--- src/rtl/uart_tx_arbiter.sv ---
// Purpose : round-robin share of one UART transmitter between N_REQ byte requesters.
// Latency : req in IDLE at cycle T -> gnt/tx_start at T+1; done pulse at T+FRAME_LEN+2.
// Backpressure: req is a level, sampled only in IDLE; losers simply keep req high.
//
// Ports:
//   clk, rst          clock (rising edge) and asynchronous active-high reset
//   req, req_data     per-requester request level and byte (requester i at [i*DATA_W +: DATA_W])
//   gnt               one-hot grant, high for the whole frame
//   done              one-cycle pulse on the granted bit after an error-free frame
//   tx_start, tx_data transmitter enable and latched byte
//   tx_busy           transmitter busy status
//   err, err_clr      sticky protocol error and its synchronous clear
module uart_tx_arbiter #(
  parameter int N_REQ     = 4,
  parameter int DATA_W    = 8,
  parameter int FRAME_LEN = 11,
  parameter int GAP_LEN   = 2
) (
  input  logic                    clk,
  input  logic                    rst,
  input  logic [N_REQ-1:0]        req,
  input  logic [N_REQ*DATA_W-1:0] req_data,
  output logic [N_REQ-1:0]        gnt,
  output logic [N_REQ-1:0]        done,
  output logic                    tx_start,
  output logic [DATA_W-1:0]       tx_data,
  input  logic                    tx_busy,
  output logic                    err,
  input  logic                    err_clr
);

  localparam int PTR_W   = (N_REQ > 1) ? $clog2(N_REQ) : 1;
  localparam int CNT_MAX = (FRAME_LEN > GAP_LEN) ? FRAME_LEN : GAP_LEN;
  localparam int CNT_W   = $clog2(CNT_MAX + 1);

  // The IDLE arbitration cycle is itself the last low cycle of the guard gap,
  // so the GAP state only covers GAP_LEN-1 cycles. With GAP_LEN=1 the GAP
  // state is skipped entirely and done pulses in the IDLE cycle instead.
  localparam int GAP_LAST_I = (GAP_LEN > 1) ? GAP_LEN - 2 : 0;

  localparam logic [CNT_W-1:0] FRAME_LAST = CNT_W'(FRAME_LEN);
  localparam logic [CNT_W-1:0] GAP_LAST   = CNT_W'(GAP_LAST_I);
  localparam logic [PTR_W-1:0] PTR_LAST   = PTR_W'(N_REQ - 1);
  localparam logic [PTR_W:0]   N_REQ_EXT  = (PTR_W+1)'(N_REQ);
  localparam logic [N_REQ-1:0] ONE_HOT0   = {{(N_REQ-1){1'b0}}, 1'b1};

  typedef enum logic [1:0] {
    S_IDLE = 2'd0,
    S_SEND = 2'd1,
    S_GAP  = 2'd2
  } state_t;

  state_t             state;
  logic [CNT_W-1:0]   cnt;
  logic [PTR_W-1:0]   ptr;
  logic [PTR_W-1:0]   cur;       // index of the requester owning the current frame

  logic               any_req;
  logic [PTR_W-1:0]   win_idx;
  logic [DATA_W-1:0]  win_data;
  logic [PTR_W:0]     cand;
  logic               busy_fail;
  logic [PTR_W-1:0]   cur_next;
  state_t             after_frame;

  // Round-robin search starting at ptr. Walking the offsets from highest to
  // lowest lets the nearest asserted requester overwrite any farther one.
  always_comb begin
    any_req = 1'b0;
    win_idx = '0;
    cand    = '0;
    for (int i = N_REQ - 1; i >= 0; i--) begin
      cand = {1'b0, ptr} + (PTR_W+1)'(i);
      if (cand >= N_REQ_EXT) begin
        cand = cand - N_REQ_EXT;
      end
      if (req[cand[PTR_W-1:0]]) begin
        any_req = 1'b1;
        win_idx = cand[PTR_W-1:0];
      end
    end
  end

  always_comb begin
    win_data = '0;
    for (int i = 0; i < N_REQ; i++) begin
      if (win_idx == PTR_W'(i)) begin
        win_data = req_data[i*DATA_W +: DATA_W];
      end
    end
  end

  // cnt=0 is the cycle the transmitter first sees tx_start, so it may still
  // be idle there; from cnt=1 through the STOP cycle it must report busy.
  assign busy_fail   = (cnt != '0) && !tx_busy;
  assign cur_next    = (cur == PTR_LAST) ? '0 : cur + 1'b1;
  assign after_frame = (GAP_LEN > 1) ? S_GAP : S_IDLE;

  always_ff @(posedge clk or posedge rst) begin
    if (rst) begin
      state    <= S_IDLE;
      cnt      <= '0;
      ptr      <= '0;
      cur      <= '0;
      gnt      <= '0;
      done     <= '0;
      tx_start <= 1'b0;
      tx_data  <= '0;
      err      <= 1'b0;
    end else begin
      done <= '0;
      // A busy-check failure later in this block overrides the clear.
      if (err_clr) begin
        err <= 1'b0;
      end

      case (state)
        S_IDLE: begin
          if (any_req) begin
            state    <= S_SEND;
            cnt      <= '0;
            cur      <= win_idx;
            gnt      <= ONE_HOT0 << win_idx;
            tx_data  <= win_data;
            tx_start <= 1'b1;
          end
        end

        S_SEND: begin
          if (busy_fail) begin
            // Abort: release the transmitter, skip done, but still move
            // the pointer so a broken requester cannot monopolise the line.
            err      <= 1'b1;
            tx_start <= 1'b0;
            gnt      <= '0;
            tx_data  <= '0;
            ptr      <= cur_next;
            cnt      <= '0;
            state    <= after_frame;
          end else if (cnt == FRAME_LAST) begin
            tx_start <= 1'b0;
            gnt      <= '0;
            done     <= ONE_HOT0 << cur;
            ptr      <= cur_next;
            cnt      <= '0;
            state    <= after_frame;
          end else begin
            cnt <= cnt + 1'b1;
          end
        end

        S_GAP: begin
          if (cnt == GAP_LAST) begin
            state <= S_IDLE;
            cnt   <= '0;
          end else begin
            cnt <= cnt + 1'b1;
          end
        end

        default: begin
          state <= S_IDLE;
        end
      endcase
    end
  end

endmodule

--- config.mk ---
export PLATFORM = sky130hd
export DESIGN_NAME = uart_tx_arbiter
export DESIGN_NICKNAME = d
export VERILOG_FILES = /design/src/rtl/uart_tx_arbiter.sv
export SDC_FILE = /design/constraint.sdc
export NUM_CORES = 1
export LEC_CHECK = 0
export ABC_CLOCK_PERIOD_IN_PS = 2200
export CELL_PAD_IN_SITES_DETAIL_PLACEMENT = 1
export CELL_PAD_IN_SITES_GLOBAL_PLACEMENT = 1
export CORE_UTILIZATION = 45
export DETAILED_ROUTE_END_ITERATION = 16
export DONT_BUFFER_PORTS = 1
export HOLD_SLACK_MARGIN = 0.02
export PLACE_DENSITY = 0.79
export SYNTH_ARGS = -nofsm -noshare
export SYNTH_HDL_FRONTEND = slang
export SYNTH_SLANG_ARGS = --single-unit
--- constraint.sdc ---
create_clock -name clk -period 2.2 [get_ports clk]
set_clock_uncertainty 0.1 [all_clocks]
set_input_delay 0.22 -clock clk [delete_from_list [all_inputs] [get_ports clk]]
set_output_delay 0.22 -clock clk [all_outputs]
set_load 0.005 [all_outputs]
## After elaboration in Yosys (flattened, before gate mapping)

Cells that the tools add are included.
W data, S select, Z words.

- Output and inout port bits: 18
- Register bits: 28
- Logic and storage cells: 108
- Bits of input ports: 40

- Shifts and indexed selects: 2
- Reductions and logical operators: 15
- Muxes and demuxes: 54
- Order comparisons: 8
- Equal/unequal tests: 11
- Add/subtract/negate cells: 9

Operator list:

| cell | count |
|---|---|
| $mux W8 | 6 |
| $mux W4 | 10 |
| $mux W2 | 15 |
| $pmux W8 S2 | 1 |
| $mux W1 | 14 |
| $lt A2 B3 Y1 const B | 4 |
| $pmux W4 S3 | 1 |
| $ge A3 B3 Y1 const B | 3 |
| $reduce_and A3 Y1 | 3 |
| $bmux W1 S2 | 4 |
| $eq A2 B2 Y1 const B | 4 |
| $pmux W4 S2 | 1 |
| $shl A1 B2 Y4 const A | 2 |
| $sub A2 B1 Y2 const B | 4 |
| $add A2 B2 Y3 const B | 2 |
| $ne A2 B2 Y1 const B | 3 |
| $pmux W2 S3 | 1 |
| $reduce_and A2 Y1 | 3 |
| $add A4 B1 Y4 const B | 1 |
| $eq A2 B1 Y1 const B | 2 |
| $eq A4 B4 Y1 const B | 1 |
| $logic_not A2 Y1 | 2 |
| $logic_not A4 Y1 | 1 |
| $reduce_bool A2 Y1 | 2 |
| other kinds (9) | 9 |

## Longest topological paths before layout

- Word-level depth: 16
- Gate-level depth with buffers: 7
- Gate-level depth less buffers: 7

## Least setup slack after synthesis

OpenSTA, ideal clock, no wires.

- Path type: reg-to-reg
- From: reg cnt[0]
- To: reg cnt[2]
- Path buffers: 0
- Slack: 0.306 ns
- Cell stages (with the launch flop): 7
- Arrival time: 1.678 ns
- Setup time: 0.116 ns
- Clock period less this slack: 1.894 ns
- Required time: 1.984 ns
- Cell sequence: dfrtp_1 -> ha_1 -> nand2b_1 -> a21boi_0 -> o32ai_1 -> nand2_1 -> o311ai_0

- Cells in the longest elaborated chain, start to end: 4
- Elaborated cells between the ends (all ways): 9
- Classes of those cells: 1 x add/sub; 1 x eq/ne; 4 x mux; 3 x reduce/logical

Ends and longest elaborated chain:

| what | RTL line | RTL |
|---|---|---|
| from (decl) | 54 | `logic [CNT_W-1:0] cnt;` |
| from (signal assigned) | 148 | `cnt <= cnt + 1'b1;` |
| from (signal assigned) | 157 | `cnt <= cnt + 1'b1;` |
| $add A4 B1 Y4 (tied with other cells) | 148, 157 |  |
| $mux W4 / $logic_and A1 B1 Y1 (equally long branches) | 140, 95 |  |
| $mux W4 | 130 | `if (busy_fail) begin` |
| $pmux W4 S3 (*) | 117 | `case (state)` |

Every way passes the cells marked *; elsewhere a longest branch is shown, timed or not.
A chain may end at the register's enable or synchronous reset.

## Worst setup path in the final report

- From: reg state[1]
- To: reg tx_data[1]

- Cells in the longest elaborated chain, start to end: 3
- Elaborated cells between the ends (all ways): 7
- Classes of those cells: 3 x eq/ne; 1 x mux; 3 x reduce/logical

Ends and longest elaborated chain:

| what | RTL line | RTL |
|---|---|---|
| from (decl) | 53 | `state_t state;` |
| from (signal assigned) | 139 | `state <= after_frame;` |
| from (signal assigned) | 146 | `state <= after_frame;` |
| $eq A2 B1 Y1 / $logic_not A2 Y1 (equally long branches) | 117 |  |
| $ne A2 B2 Y1 (no source line) / $reduce_bool A2 Y1 (equally long branches) | n/a |  |
| $reduce_and A3 Y1 (no source line) | n/a |  |
| to (signal assigned) | 124 | `tx_data <= win_data;` |
| to (decl) | 26 | `output logic [DATA_W-1:0] tx_data,` |

Parallel ways exist; a longest one is shown, timed or not.

==> impl_metrics.toml <==
[timing]
drv_slew = 0
worstMarginPinSlew_ns = 0.671
hold_violations = 0
relSlewSlack_pct = 54.8
min_period_ns = 2.10
timing.fmax_mhz = 477
post-route-period-util_pct = 95.3
finalSetupViolCount = 0
setup_tns_ns = 0

[clock_tree]
clock_path_buffers = 2
root_buffer = "clkbuf_4"
cts_tree = "built"
cts.sinks = 28
h-tree-depth = 1
clock_latency_ns = 0.33
clk_pin_slew_ns = 0.15
post_cts_buffers = 0
numCtsBuffers = 3

[grt]
grt_max_degree = 29
grt_pass1_vias = 1442
overflow = 0
grtUsageTotal_pct = 23.3
antenna_found_initial = 0
grt_pass1_wl_um = 7000

[logic_synthesis]
ys_ff_latch = 28
synth_nets = 206
synthFlopType = "dfrtp_1"
syn_avg_cell_area_sq_um = 10.4
syn_area_sq_um = 1630
yosysMostFrequentCell = "dfrtp_1"
syn_inst = 156
synth_area_leaders = "dfrtp_1 43%, mux2i_1 8.6%, ha_1 7.7%, nand2_1 4.4%, o221ai_1 3.2%"
ys_seq_area_share_pct = 43.1
yosysTopAreaCellShare_pct = 43.1
synth_common_cells = "28 x dfrtp_1, 19 x nand2_1, 14 x mux2i_1"
synth_warnings = 0
synth_cell_types = 42
yosysTopAreaCell = "dfrtp_1"
synth_edf_count = 0
async_flop_share_pct = 100

[placed_design]
gp_congestion = 0.810
detailedPlacementHpwl_um = 3040
post_dp_cell_area_sq_um = 1710
place_inst = 205
port_buffers = 0

[floorplan]
die_area_sq_um = 3860
die_h_um = 62.1
start_util_pct = 48.0
rows = 21
die_x_um = 62.1
core_sq_um = 3390
io-pin-count = 58

[setup_path]
cp-end-kind = "flip-flop"
cp_slowest_stage_delay_ns = 0.44
cp-start-kind = "flip-flop"
worstPathArrival_ns = 2.28
slowest_stage = "dfrtp_1"
worst_ep_required_time_ns = 2.39
critPathKind = "reg2reg"
crit_chain = "inv_1 -> ha_1 -> o41ai_2 -> nor2_1 -> o21ai_2 -> a21oi_1 -> a221o_1"
path_max_fanout = 10

[route]
wire_per_inst_um = 19.7
drt_first_iter_violations = 113
avgViaCountPerCell = 6.01
via_count = 1365
wl_um = 4470
ant_nets = 0
drt_pass1_iterations = 4
post-route-drc-count = 0

[pwr]
internal_power_mw = 1.27
pwr-share-clk_pct = 11.6
power_switching_mw = 0.960
p_total_mw = 2.23
p_leak_nw = 0.899
powerDensity_nw_per_um2 = 1150
p_comb_share_pct = 51.1
switching_share_pct = 43.0
irDropWorstVdd_mv = 0.555
power_frac_seq_pct = 37.3

[run]
maxCapViolations = 0

[layout]
fill_cells = 371
post_layout_nonfiller_instances = 227
n_antenna_cell = 0
drive_gt1_share_pct = 12.2
multi_input_area_sq_um = 898
fin_area_sq_um = 1940
seq_area_sq_um = 701
areaGrowthSynthToFinish_pct = 19.5
fin_nets = 232

[min_path]
hold_class = "in2reg"

[status]
status = "finished clean"
==> worst paths after layout <==
path / cells past startpoint / slack (ns) / from / end
setup / recovery: 7 / 0.10 / state[1]$_DFFE_PP0P_ / tx_data[1]$_DFFE_PP0P_
hold / removal: 2 / 0.02 / req_data[10] / tx_data[2]$_DFFE_PP0P_
setup reg to reg: 7 / 0.10 / state[1]$_DFFE_PP0P_ / tx_data[1]$_DFFE_PP0P_
hold reg to reg: 2 / 0.43 / gnt[0]$_DFFE_PP0P_ / gnt[0]$_DFFE_PP0P_
max in group asynchronous: 3 / 1.44 / rst / cur[0]$_DFFE_PP0P_
min in group asynchronous: 3 / 0.28 / rst / tx_data[6]$_DFFE_PP0P_
==> power by group through the flow <==
stage	Clock, mW	Sequential, mW	Combinational, mW
finish	0.258	0.833	1.14
global route	0.287	0.850	1.27
CTS	0.268	0.829	1.09
detailed placement	0	0.844	1.05
global placement	0	0.826	0.987
floorplan	0	0.796	0.786
==> sequential cells by signal, summed over array words and instances, names as in the netlist <==
| register | count |
|---|---|
| tx_data | 8 |
| cnt | 4 |
| done | 4 |
| gnt | 4 |
| cur | 2 |
| ptr | 2 |
| state | 2 |
| err | 1 |
| tx_start | 1 |
==> metal layers <==
layer | track usage [%] | vias to the layer above | part of all wire, %
met1 | 28.6 | 679 | 40
li1 | - | 626 | -
met5 | 0 | - | 0
met4 | 7.27 | 0 | 1.7
met3 | 4.23 | 9 | 4.7
met2 | 41.5 | 51 | 53
==> stage by stage <==
| step | utilization, % | setup slack, ns | hold slack, ns |
|---|---|---|---|
| after floorplan | - | 0.306 | 0.185 |
| after global placement | 50.4 | 0.287 | 0.0983 |
| after detailed placement | 50.4 | 0.0754 | 0.105 |
| after CTS | 56.1 | 0.0612 | 0.0207 |
| after global routing | 57.4 | -0.0215 | 0.0364 |
| final | 57.4 | 0.103 | 0.0234 |
==> worst max-delay path, delay by kind of cell, from the launching register on <==
kind	cells	cell delay, ns
buf+inv	1	0.12
flops	1	0.44
simple gates	1	0.33
fa+ha+maj	1	0.30
compound gates	4	0.76
==> repair_timing <==
| item | in CTS | in global routing |
|---|---|---|
| setup endpoints to repair | 0 | 5 |
| hold endpoints to repair | 34 | 1 |
| hold buffers | 16 | 2 |
| gates resized for setup | 0 | 4 |
==> final cells by class <==
type,count,area share [%]
flip-flops and latches,28,36.0
repair buffers,22,10.8
well taps,46,2.96
inverters,11,2.12
clock buffers,4,1.87
multi-input cells,116,46.2
==> cells in the final DEF (no fill, tap or decap), drive strengths merged, types with 2 or more instances in the layout <==
| cell | Yosys | routed |
|---|---|---|
| dfrtp | 28 | 28 |
| o211ai | 2 | 2 |
| ha | 10 | 10 |
| o31ai | 3 | 3 |
| a21oi | 4 | 4 |
| mux2i | 14 | 14 |
| inv | 11 | 11 |
| mux2 | 2 | 2 |
| nand2b | 2 | 2 |
| nand2 | 19 | 19 |
| nand3 | 6 | 6 |
| nor4 | 2 | 2 |
| nor2 | 6 | 6 |
| o32ai | 2 | 2 |
| nor2b | 4 | 4 |
| dlygate4sd3 | 0 | 18 |
| clkbuf | 0 | 4 |
| and2 | 4 | 4 |
| o311ai | 2 | 2 |
| o21ai | 10 | 10 |
| buf | 1 | 4 |
| o221ai | 6 | 6 |
| a21o | 2 | 2 |
==> cells by family after synthesis <==
| logic type | after synthesis | share of synthesized area [%] |
|---|---|---|
| compound gates | 41 | 18.7 |
| buf+inv | 12 | 3.00 |
| flops | 28 | 43.1 |
| simple gates | 49 | 17.3 |
| mux | 16 | 10.2 |
| fa+ha+maj | 10 | 7.69 |
Power figures use the tool's default switching activity.
